$ cat src/rtl/rf_wb_arbiter.sv
// Writeback arbiter for the regfile's single write port: round-robin grant among
// NUM_REQ sources, a registered write stage, and a pending-write scoreboard for RAW checks.
module rf_wb_arbiter #(
    parameter int NUM_REQ = 3,
    parameter int XLEN    = 32,
    parameter int AW      = 5
) (
    input  logic                    clk,
    input  logic                    rst_n,
    input  logic [NUM_REQ-1:0]      req_valid,
    input  logic [NUM_REQ*AW-1:0]   req_rd,
    input  logic [NUM_REQ*XLEN-1:0] req_data,
    output logic [NUM_REQ-1:0]      req_ready,
    output logic                    rf_we,
    output logic [AW-1:0]           rf_rd,
    output logic [XLEN-1:0]         rf_rd_data,
    input  logic                    sb_set,
    input  logic [AW-1:0]           sb_set_rd,
    input  logic                    sb_flush,
    input  logic [AW-1:0]           chk_rs1,
    input  logic [AW-1:0]           chk_rs2,
    output logic                    rs1_busy,
    output logic                    rs2_busy
);

    localparam int PW   = $clog2(NUM_REQ);
    localparam int NREG = 1 << AW;

    logic [PW-1:0]   rr_ptr;
    logic [PW-1:0]   grant_idx;
    logic [PW-1:0]   idx;
    logic            grant_valid;
    logic [AW-1:0]   gnt_rd;
    logic [XLEN-1:0] gnt_data;
    logic            wb_en;
    logic [NREG-1:0] pending;
    logic [NREG-1:0] pending_nxt;

    // Circular search for the first valid requester starting at rr_ptr.
    always_comb begin
        grant_valid = 1'b0;
        grant_idx   = '0;
        idx         = '0;
        for (int k = 0; k < NUM_REQ; k++) begin
            idx = PW'((int'(rr_ptr) + k) % NUM_REQ);
            if (!grant_valid && req_valid[idx]) begin
                grant_valid = 1'b1;
                grant_idx   = idx;
            end
        end
    end

    always_comb begin
        gnt_rd   = '0;
        gnt_data = '0;
        for (int i = 0; i < NUM_REQ; i++) begin
            if (grant_idx == PW'(i)) begin
                gnt_rd   = req_rd[i*AW +: AW];
                gnt_data = req_data[i*XLEN +: XLEN];
            end
        end
    end

    assign req_ready = grant_valid ? (NUM_REQ'(1) << grant_idx) : '0;

    // Writes to x0 are consumed but never reach the regfile or the scoreboard.
    assign wb_en = grant_valid && (gnt_rd != '0);

    always_ff @(posedge clk or negedge rst_n) begin
        if (!rst_n) begin
            rr_ptr <= '0;
        end else if (grant_valid) begin
            rr_ptr <= (grant_idx == PW'(NUM_REQ - 1)) ? '0 : grant_idx + 1'b1;
        end
    end

    always_ff @(posedge clk or negedge rst_n) begin
        if (!rst_n) begin
            rf_we      <= 1'b0;
            rf_rd      <= '0;
            rf_rd_data <= '0;
        end else if (wb_en) begin
            rf_we      <= 1'b1;
            rf_rd      <= gnt_rd;
            rf_rd_data <= gnt_data;
        end else begin
            rf_we      <= 1'b0;
        end
    end

    // Set is applied after clear so a newly issued producer keeps its register busy.
    always_comb begin
        pending_nxt = pending;
        if (wb_en) begin
            pending_nxt[gnt_rd] = 1'b0;
        end
        if (sb_set && (sb_set_rd != '0)) begin
            pending_nxt[sb_set_rd] = 1'b1;
        end
        if (sb_flush) begin
            pending_nxt = '0;
        end
        pending_nxt[0] = 1'b0;
    end

    always_ff @(posedge clk or negedge rst_n) begin
        if (!rst_n) begin
            pending <= '0;
        end else begin
            pending <= pending_nxt;
        end
    end

    assign rs1_busy = (chk_rs1 != '0) && pending[chk_rs1];
    assign rs2_busy = (chk_rs2 != '0) && pending[chk_rs2];

endmodule
$ cat config.mk
export PLATFORM = sky130hd
export DESIGN_NAME = rf_wb_arbiter
export DESIGN_NICKNAME = d
export VERILOG_FILES = /design/src/rtl/rf_wb_arbiter.sv
export SDC_FILE = /design/constraint.sdc
export NUM_CORES = 1
export LEC_CHECK = 0
export BUFFER_PORTS_ARGS = -buffer_cell sky130_fd_sc_hd__clkbuf_2
export CORE_ASPECT_RATIO = 1.2
export CORE_MARGIN = 2
export CORE_UTILIZATION = 53
export CTS_BUF_LIST = sky130_fd_sc_hd__clkbuf_16
export DETAILED_ROUTE_END_ITERATION = 7
export HOLD_SLACK_MARGIN = 0.1
export PLACE_DENSITY = 0.95
export SYNTH_ARGS = -nofsm -noshare
export SYNTH_HDL_FRONTEND = slang
export SYNTH_SLANG_ARGS = --single-unit
export TNS_END_PERCENT = 1
$ cat constraint.sdc
create_clock -name clk -period 4.7 [get_ports clk]
set_input_delay 0.235 -clock clk [delete_from_list [all_inputs] [get_ports clk]]
set_output_delay 0.235 -clock clk [all_outputs]
set_load 0.01 [all_outputs]
==> impl_metrics.tcl, run 1 <==
set metrics [dict create \
    antenna_cells 0 \
    syn_avg_cell_area_um2 10.3 \
    path_class "reg2reg" \
    cp_cell_sequence "inv_1 -> ha_1 -> nor2b_1 -> o21ai_1 -> o21ai_1 -> nand2_1 -> inv_2 -> a221oi_2 -> nand4_1 -> o21ai_4 -> buf_4 -> mux2i_1" \
    postRouteAntennaNets 0 \
    rows 35 \
    firstDrtPassIters 5 \
    clockBufferDepth 2 \
    setup.worst_path.end_class "flip-flop" \
    dp_hpwl_um 10600 \
    die_area_um2 8830 \
    finalNetCount 722 \
    fin_hold_ws_ns 0.110 \
    regArea_um2 1780 \
    netlist_area_um2 4290 \
    root_buffer "clkbuf_16" \
    power_density_nw_per_um2 646 \
    grt_use_total_pct 32.4 \
    intPower_mw 1.94 \
    drive_above_1_share_pct 39.3 \
    tightest_slew_ns 1.05 \
    synthArstFlopShare_pct 100 \
    layout_common_cells "clkbuf_2, dfrtp_1, nand2_1, o21ai_0, mux2i_1" \
    synth.distinct_cells 49 \
    cts_tree "done" \
    seq_area_frac_synth_pct 41.4 \
    initial_core_util_pct 55.3 \
    area_growth_pct 28.0 \
    antenna_found_initial 0 \
    finalClockSkew_ns 0.00512 \
    required_ns 4.94 \
    core_um2 7750 \
    hold_path.class "in2async" \
    synth-edff-count 0 \
    first_global_vias 4403 \
    slowest_delay_ns 0.60 \
    ys.flop_type "dfrtp_1" \
    hold_viol 0 \
    fin_crit_ns 4.05 \
    netlist_instances 417 \
    crit_slowest_cell "o21ai_4" \
    drc 0 \
    die_w_um 86.1 \
    worstSetupStartpoint "rr_ptr[0]$_DFFE_PN0N_" \
    io_pins 176 \
    fp.dieH_um 103 \
    multi_input_area_um2 2310 \
    final_common_cell "clkbuf_2" \
    grt_start_max_net_pins 72 \
    cts_buffers 9 \
    worstReg2RegStart "rr_ptr[0]$_DFFE_PN0N_" \
    maxCapViolCount 0 \
    fillers 546 \
    cts_setup_buffers 0 \
    drt-initial-drc-count 370 \
    gp_congestion 0.954 \
    path_max_fanout 34 \
    p_leak_nw 2.60 \
    h-tree-depth 3 \
    postRouteWirelength_um 14200 \
    synth_seq_cells 71 \
    drv_slew 0 \
    fin_crit_sh_pct 86.1 \
    vias 4409 \
    setup_viol 0 \
    io_buffers 175 \
    cp.arrival_ns 4.29 \
    clk_pin_slew_ns 0.06 \
    cts_hold_buffers 0 \
    swShare_pct 45.4 \
    drt-wirelength-per-cell_um 20.8 \
    total_power_mw 3.55 \
    grt_setup_unrepaired "false" \
    setup_tns_ns 0 \
    synth_nets 554 \
    status "complete, no violations" \
    clock_sinks 71 \
    max_freq_mhz 247 \
    comb_power_share_pct 55.9 \
    cp-start-kind "flip-flop" \
    insertion_delay_ns 0.33 \
    peakVddDrop_uv 473 \
    seqPwrFrac_pct 26.4 \
    yosysWarnings 0 \
    slew_headroom_pct 29.6 \
    power_frac_clock_pct 17.7 \
    post_cts_resized 0 \
    netSwitchingPower_mw 1.61 \
    overflow 0 \
    crit_top_cell "o21ai_1" \
    via_per_inst 6.46 \
    grt_pass1_wl_um 21700 \
]
==> critical path, delay by kind of cell, from the launching register on <==
| family | cells | cell delay [ns] |
|---|---|---|
| DFF | 1 | 0.39 |
| muxes | 1 | 0.24 |
| and+or+nand+nor | 3 | 0.66 |
| AOI/OAI and AO/OA | 4 | 1.43 |
| adders and majority gates | 1 | 0.39 |
| buffers and inverters | 3 | 0.84 |
==> area by class of cell <==
| type | instances | area share (%) |
|---|---|---|
| multi-input combinational | 296 | 42.1 |
| timing repair buffer | 180 | 16.6 |
| clock inverter | 7 | 0.866 |
| tap | 92 | 2.10 |
| inverter | 27 | 1.85 |
| clock buffer | 9 | 4.10 |
| sequential | 71 | 32.4 |
==> power by group through the flow <==
stage | Combinational [mW] | Clock (mW) | Sequential (mW)
6_report | 1.98 | 0.626 | 0.936
5_1_grt | 2.15 | 0.659 | 0.952
4_1_cts | 1.96 | 0.630 | 0.934
3_5_place_dp | 1.94 | 0 | 0.942
3_3_place_gp | 1.84 | 0 | 0.935
2_1_floorplan | 1.27 | 0 | 0.991
==> synth_stat cells, types with 2 or more instances <==
cell | n | share of area, %
inv_1 | 25 | 2.2
a222oi_1 | 21 | 4.9
mux2i_1 | 31 | 7.2
buf_1 | 5 | 0.44
buf_2 | 2 | 0.23
mux4_2 | 18 | 9.5
o21ai_1 | 4 | 0.47
dfrtp_1 | 71 | 41
ha_1 | 4 | 1.2
and2_1 | 3 | 0.44
o21ai_0 | 38 | 4.4
a21boi_0 | 3 | 0.53
mux2_2 | 9 | 2.4
buf_4 | 2 | 0.35
or3_1 | 2 | 0.29
nand3b_1 | 2 | 0.35
o311ai_0 | 2 | 0.41
nand3_1 | 10 | 1.2
nor3_1 | 5 | 0.58
a221o_1 | 2 | 0.47
o22ai_1 | 5 | 0.73
a22o_1 | 2 | 0.41
a221oi_1 | 2 | 0.41
nand2_1 | 44 | 3.9
o211ai_1 | 5 | 0.88
or2_2 | 2 | 0.29
clkbuf_1 | 13 | 1.1
mux2_1 | 7 | 1.8
o31ai_1 | 7 | 1.2
nor2_1 | 15 | 1.3
a31o_1 | 2 | 0.41
nand2b_1 | 7 | 1.0
a21oi_1 | 26 | 3.0
o22a_1 | 2 | 0.41
nor2b_1 | 4 | 0.58
inv_2 | 2 | 0.18
==> worst paths after layout <==
check | endpoint | depth (start not counted) | slack (ns)
worst max-delay path | rf_rd_data[1]$_DFFE_PN0N_ | 12 | 0.65
worst min-delay path | pending[19]$_DFF_PN0_ | 2 | 0.11
worst max register to register | rf_rd_data[1]$_DFFE_PN0N_ | 12 | 0.65
worst min register to register | rf_rd_data[27]$_DFFE_PN0N_ | 1 | 0.50
max in group asynchronous | rf_rd[1]$_DFFE_PN0N_ | 2 | 4.01
min in group clk | rf_rd_data[9]$_DFFE_PN0N_ | 3 | 0.20
==> stage by stage <==
stage                     cell area [um^2]  worst slack [ns]  util (%)  instances
after floorplan                       4290              1.66         -        417
after global placement                5220              1.04      67.3        666
after detailed placement              5220             0.721      67.3        666
after CTS                             5490             0.696      70.8        682
after global routing                  5490             0.319      70.8        682
final                                 5490             0.652      70.8        682
==> state kept, by name, summed over array words and instances, names as in the netlist <==
name        cells
rf_rd_data     32
pending        31
rf_rd           5
rr_ptr          2
rf_we           1
==> routing by layer <==
| layer | track usage, % | share of wire (%) |
|---|---|---|
| met1 | 33.3 | 33 |
| met2 | 59.7 | 53 |
| met3 | 9.21 | 10 |
| met4 | 16.7 | 3.8 |
| met5 | 0 | 0 |
==> kinds of logic after synthesis <==
family                     count (synthesis)  share of synthesized area [%]
muxes                                     66                           21.2
buffers and inverters                     50                           4.78
AOI/OAI and AO/OA                        127                           20.6
DFF                                       71                           41.4
and+or+nand+nor                           99                           10.9
adders and majority gates                  4                           1.17
Power figures use the tool's default switching activity.
==> inputs of run 2 (changes only) <==
--- a/config.mk
+++ b/config.mk
@@ -6,13 +6,15 @@
 export NUM_CORES = 1
 export LEC_CHECK = 0
 export BUFFER_PORTS_ARGS = -buffer_cell sky130_fd_sc_hd__clkbuf_2
+export CELL_PAD_IN_SITES_DETAIL_PLACEMENT = 1
+export CELL_PAD_IN_SITES_GLOBAL_PLACEMENT = 2
 export CORE_ASPECT_RATIO = 1.2
 export CORE_MARGIN = 2
-export CORE_UTILIZATION = 53
+export CORE_UTILIZATION = 31
 export CTS_BUF_LIST = sky130_fd_sc_hd__clkbuf_16
 export DETAILED_ROUTE_END_ITERATION = 7
 export HOLD_SLACK_MARGIN = 0.1
-export PLACE_DENSITY = 0.95
+export PLACE_DENSITY = 0.86
 export SYNTH_ARGS = -nofsm -noshare
 export SYNTH_HDL_FRONTEND = slang
 export SYNTH_SLANG_ARGS = --single-unit
==> impl_metrics.tcl, run 2 (synthesis results as in run 1) <==
set metrics [dict create \
    cts_buffers 9 \
    cts_setup_buffers 0 \
    firstDrtPassIters 6 \
    grt_setup_unrepaired "false" \
    antenna_cells 0 \
    tightest_slew_ns 0.950 \
    clockBufferDepth 2 \
    postRouteAntennaNets 0 \
    final_common_cell "clkbuf_2" \
    area_growth_pct 30.6 \
    reg2reg_slack_ns 0.46 \
    slew_headroom_pct 36.7 \
    setup_viol 0 \
    rows 47 \
    clock_sinks 71 \
    initial_core_util_pct 31.4 \
    hold_viol 0 \
    path_buf_inv 4 \
    seqPwrFrac_pct 26.6 \
    drc 0 \
    insertion_delay_ns 0.34 \
    path_max_fanout 48 \
    fin_hold_ws_ns 0.189 \
    fp.dieH_um 133 \
    grt_start_max_net_pins 72 \
    grt_use_total_pct 20.9 \
    overflow 0 \
    io_pins 176 \
    grt_pass1_wl_um 24300 \
    drt-initial-drc-count 316 \
    netSwitchingPower_mw 1.63 \
    cts_tree "done" \
    io_buffers 175 \
    cp-start-kind "flip-flop" \
    place_area_um2 5310 \
    root_buffer "clkbuf_16" \
    finalNetCount 722 \
    gp_congestion 0.931 \
    p_leak_nw 2.60 \
    antenna_found_initial 0 \
    die_area_um2 14800 \
    drv_slew 0 \
    die_w_um 111 \
    max_freq_mhz 236 \
    fin_crit_sh_pct 90.1 \
    path_delay_family "buffers and inverters" \
    cp_cell_sequence "inv_1 -> ha_1 -> mux2i_1 -> o221ai_2 -> o22ai_4 -> inv_2 -> mux2_2 -> mux2i_2 -> buf_4 -> nand4_1 -> o21ai_4 -> buf_4 -> mux2i_1" \
    crit_slowest_cell "inv_2" \
    swShare_pct 45.6 \
    maxCapViolCount 0 \
    first_global_vias 4522 \
    cp.arrival_ns 4.49 \
    slowest_delay_ns 0.58 \
    path_class "reg2reg" \
    status "complete, no violations" \
    total_power_mw 3.57 \
    fin_util_pct 41.1 \
    postRouteWirelength_um 15300 \
    via_per_inst 5.50 \
    core_um2 13600 \
    power_frac_clock_pct 18.1 \
    post_cts_resized 0 \
    hold_path.class "in2reg" \
    layout_common_cells "clkbuf_2, dfrtp_1, nand2_1, o21ai_0, mux2i_1" \
    largest-register "rf_rd_data" \
    setup.worst_path.end_class "flip-flop" \
    drive_above_1_share_pct 39.3 \
    intPower_mw 1.94 \
    peakVddDrop_uv 222 \
    required_ns 4.96 \
    largest_reg_flops 32 \
    dp_hpwl_um 11900 \
    fin_area_um2 5600 \
    finalClockSkew_ns 0.00618 \
    fin_crit_ns 4.24 \
    h-tree-depth 3 \
    drt-wirelength-per-cell_um 20.1 \
    vias 4187 \
    power_density_nw_per_um2 637 \
    comb_power_share_pct 55.3 \
    setup_tns_ns 0 \
    reg_top3 "rf_rd_data: 32 flops, pending: 31 flops, rf_rd: 5 flops" \
    clk_pin_slew_ns 0.06 \
]
-- run 2: cell count changes in the layout (fill, tap and decap cells not counted) --
cell	delta
clkinv_1	-1
clkinv_2	-1
buf_2	-1
dlygate4sd3_1	+1
clkinv_4	+2
-- run 2: path summary, 6_finish.rpt --
check                                           start                          to  cells past startpoint
max reg2reg                     rr_ptr[0]$_DFFE_PN0N_  rf_rd_data[23]$_DFFE_PN0N_                     13
min in group asynchronous                       rst_n       pending[17]$_DFF_PN0_                      2
max                             rr_ptr[0]$_DFFE_PN0N_  rf_rd_data[23]$_DFFE_PN0N_                     13
max in group asynchronous                       rst_n       rr_ptr[1]$_DFFE_PN0N_                      2
min reg2reg                rf_rd_data[24]$_DFFE_PN0N_  rf_rd_data[24]$_DFFE_PN0N_                      1
min                                      sb_set_rd[3]        pending[1]$_DFF_PN0_                      2
-- run 2: metal layers --
metal / routed length (um) / vias up / GRT usage [%]
met5: 0 / - / 0
met4: 286 / 0 / 6.24
met3: 1070 / 23 / 4.49
met2: 7820 / 190 / 36.9
met1: 6140 / 2060 / 25.6
li1: - / 1914 / -
-- run 2: power groups by stage --
stage / sequential, mW / clock [mW] / combinational, mW
after floorplan: 0.991 / 0 / 1.27
after global routing: 0.968 / 0.684 / 2.16
after global placement: 0.954 / 0 / 1.90
after detailed placement: 0.959 / 0 / 1.98
after CTS: 0.951 / 0.664 / 1.98
final: 0.949 / 0.646 / 1.97
-- run 2: stage by stage --
| stage | cells | worst slack, ns |
|---|---|---|
| 2_1_floorplan | 417 | 1.66 |
| 3_3_place_gp | 744 | 0.766 |
| 3_5_place_dp | 744 | 0.477 |
| 4_1_cts | 761 | 0.497 |
| 5_1_grt | 761 | 0.174 |
| 6_report | 761 | 0.464 |
-- run 2: area by class of cell --
cell class	count	area, um^2
Clock buffer	9	225
Timing Repair Buffer	180	918
Multi-Input combinational cell	296	2310
Fill cell	1640	8040
Tap cell	171	214
Clock inverter	7	56.3
Inverter	27	101
Sequential cell	71	1780
-- run 2: what timing repair did --
item                       in CTS  in global routing
hold buffers                    1                  0
setup endpoints to repair       0                  0
hold endpoints to repair       71                  0
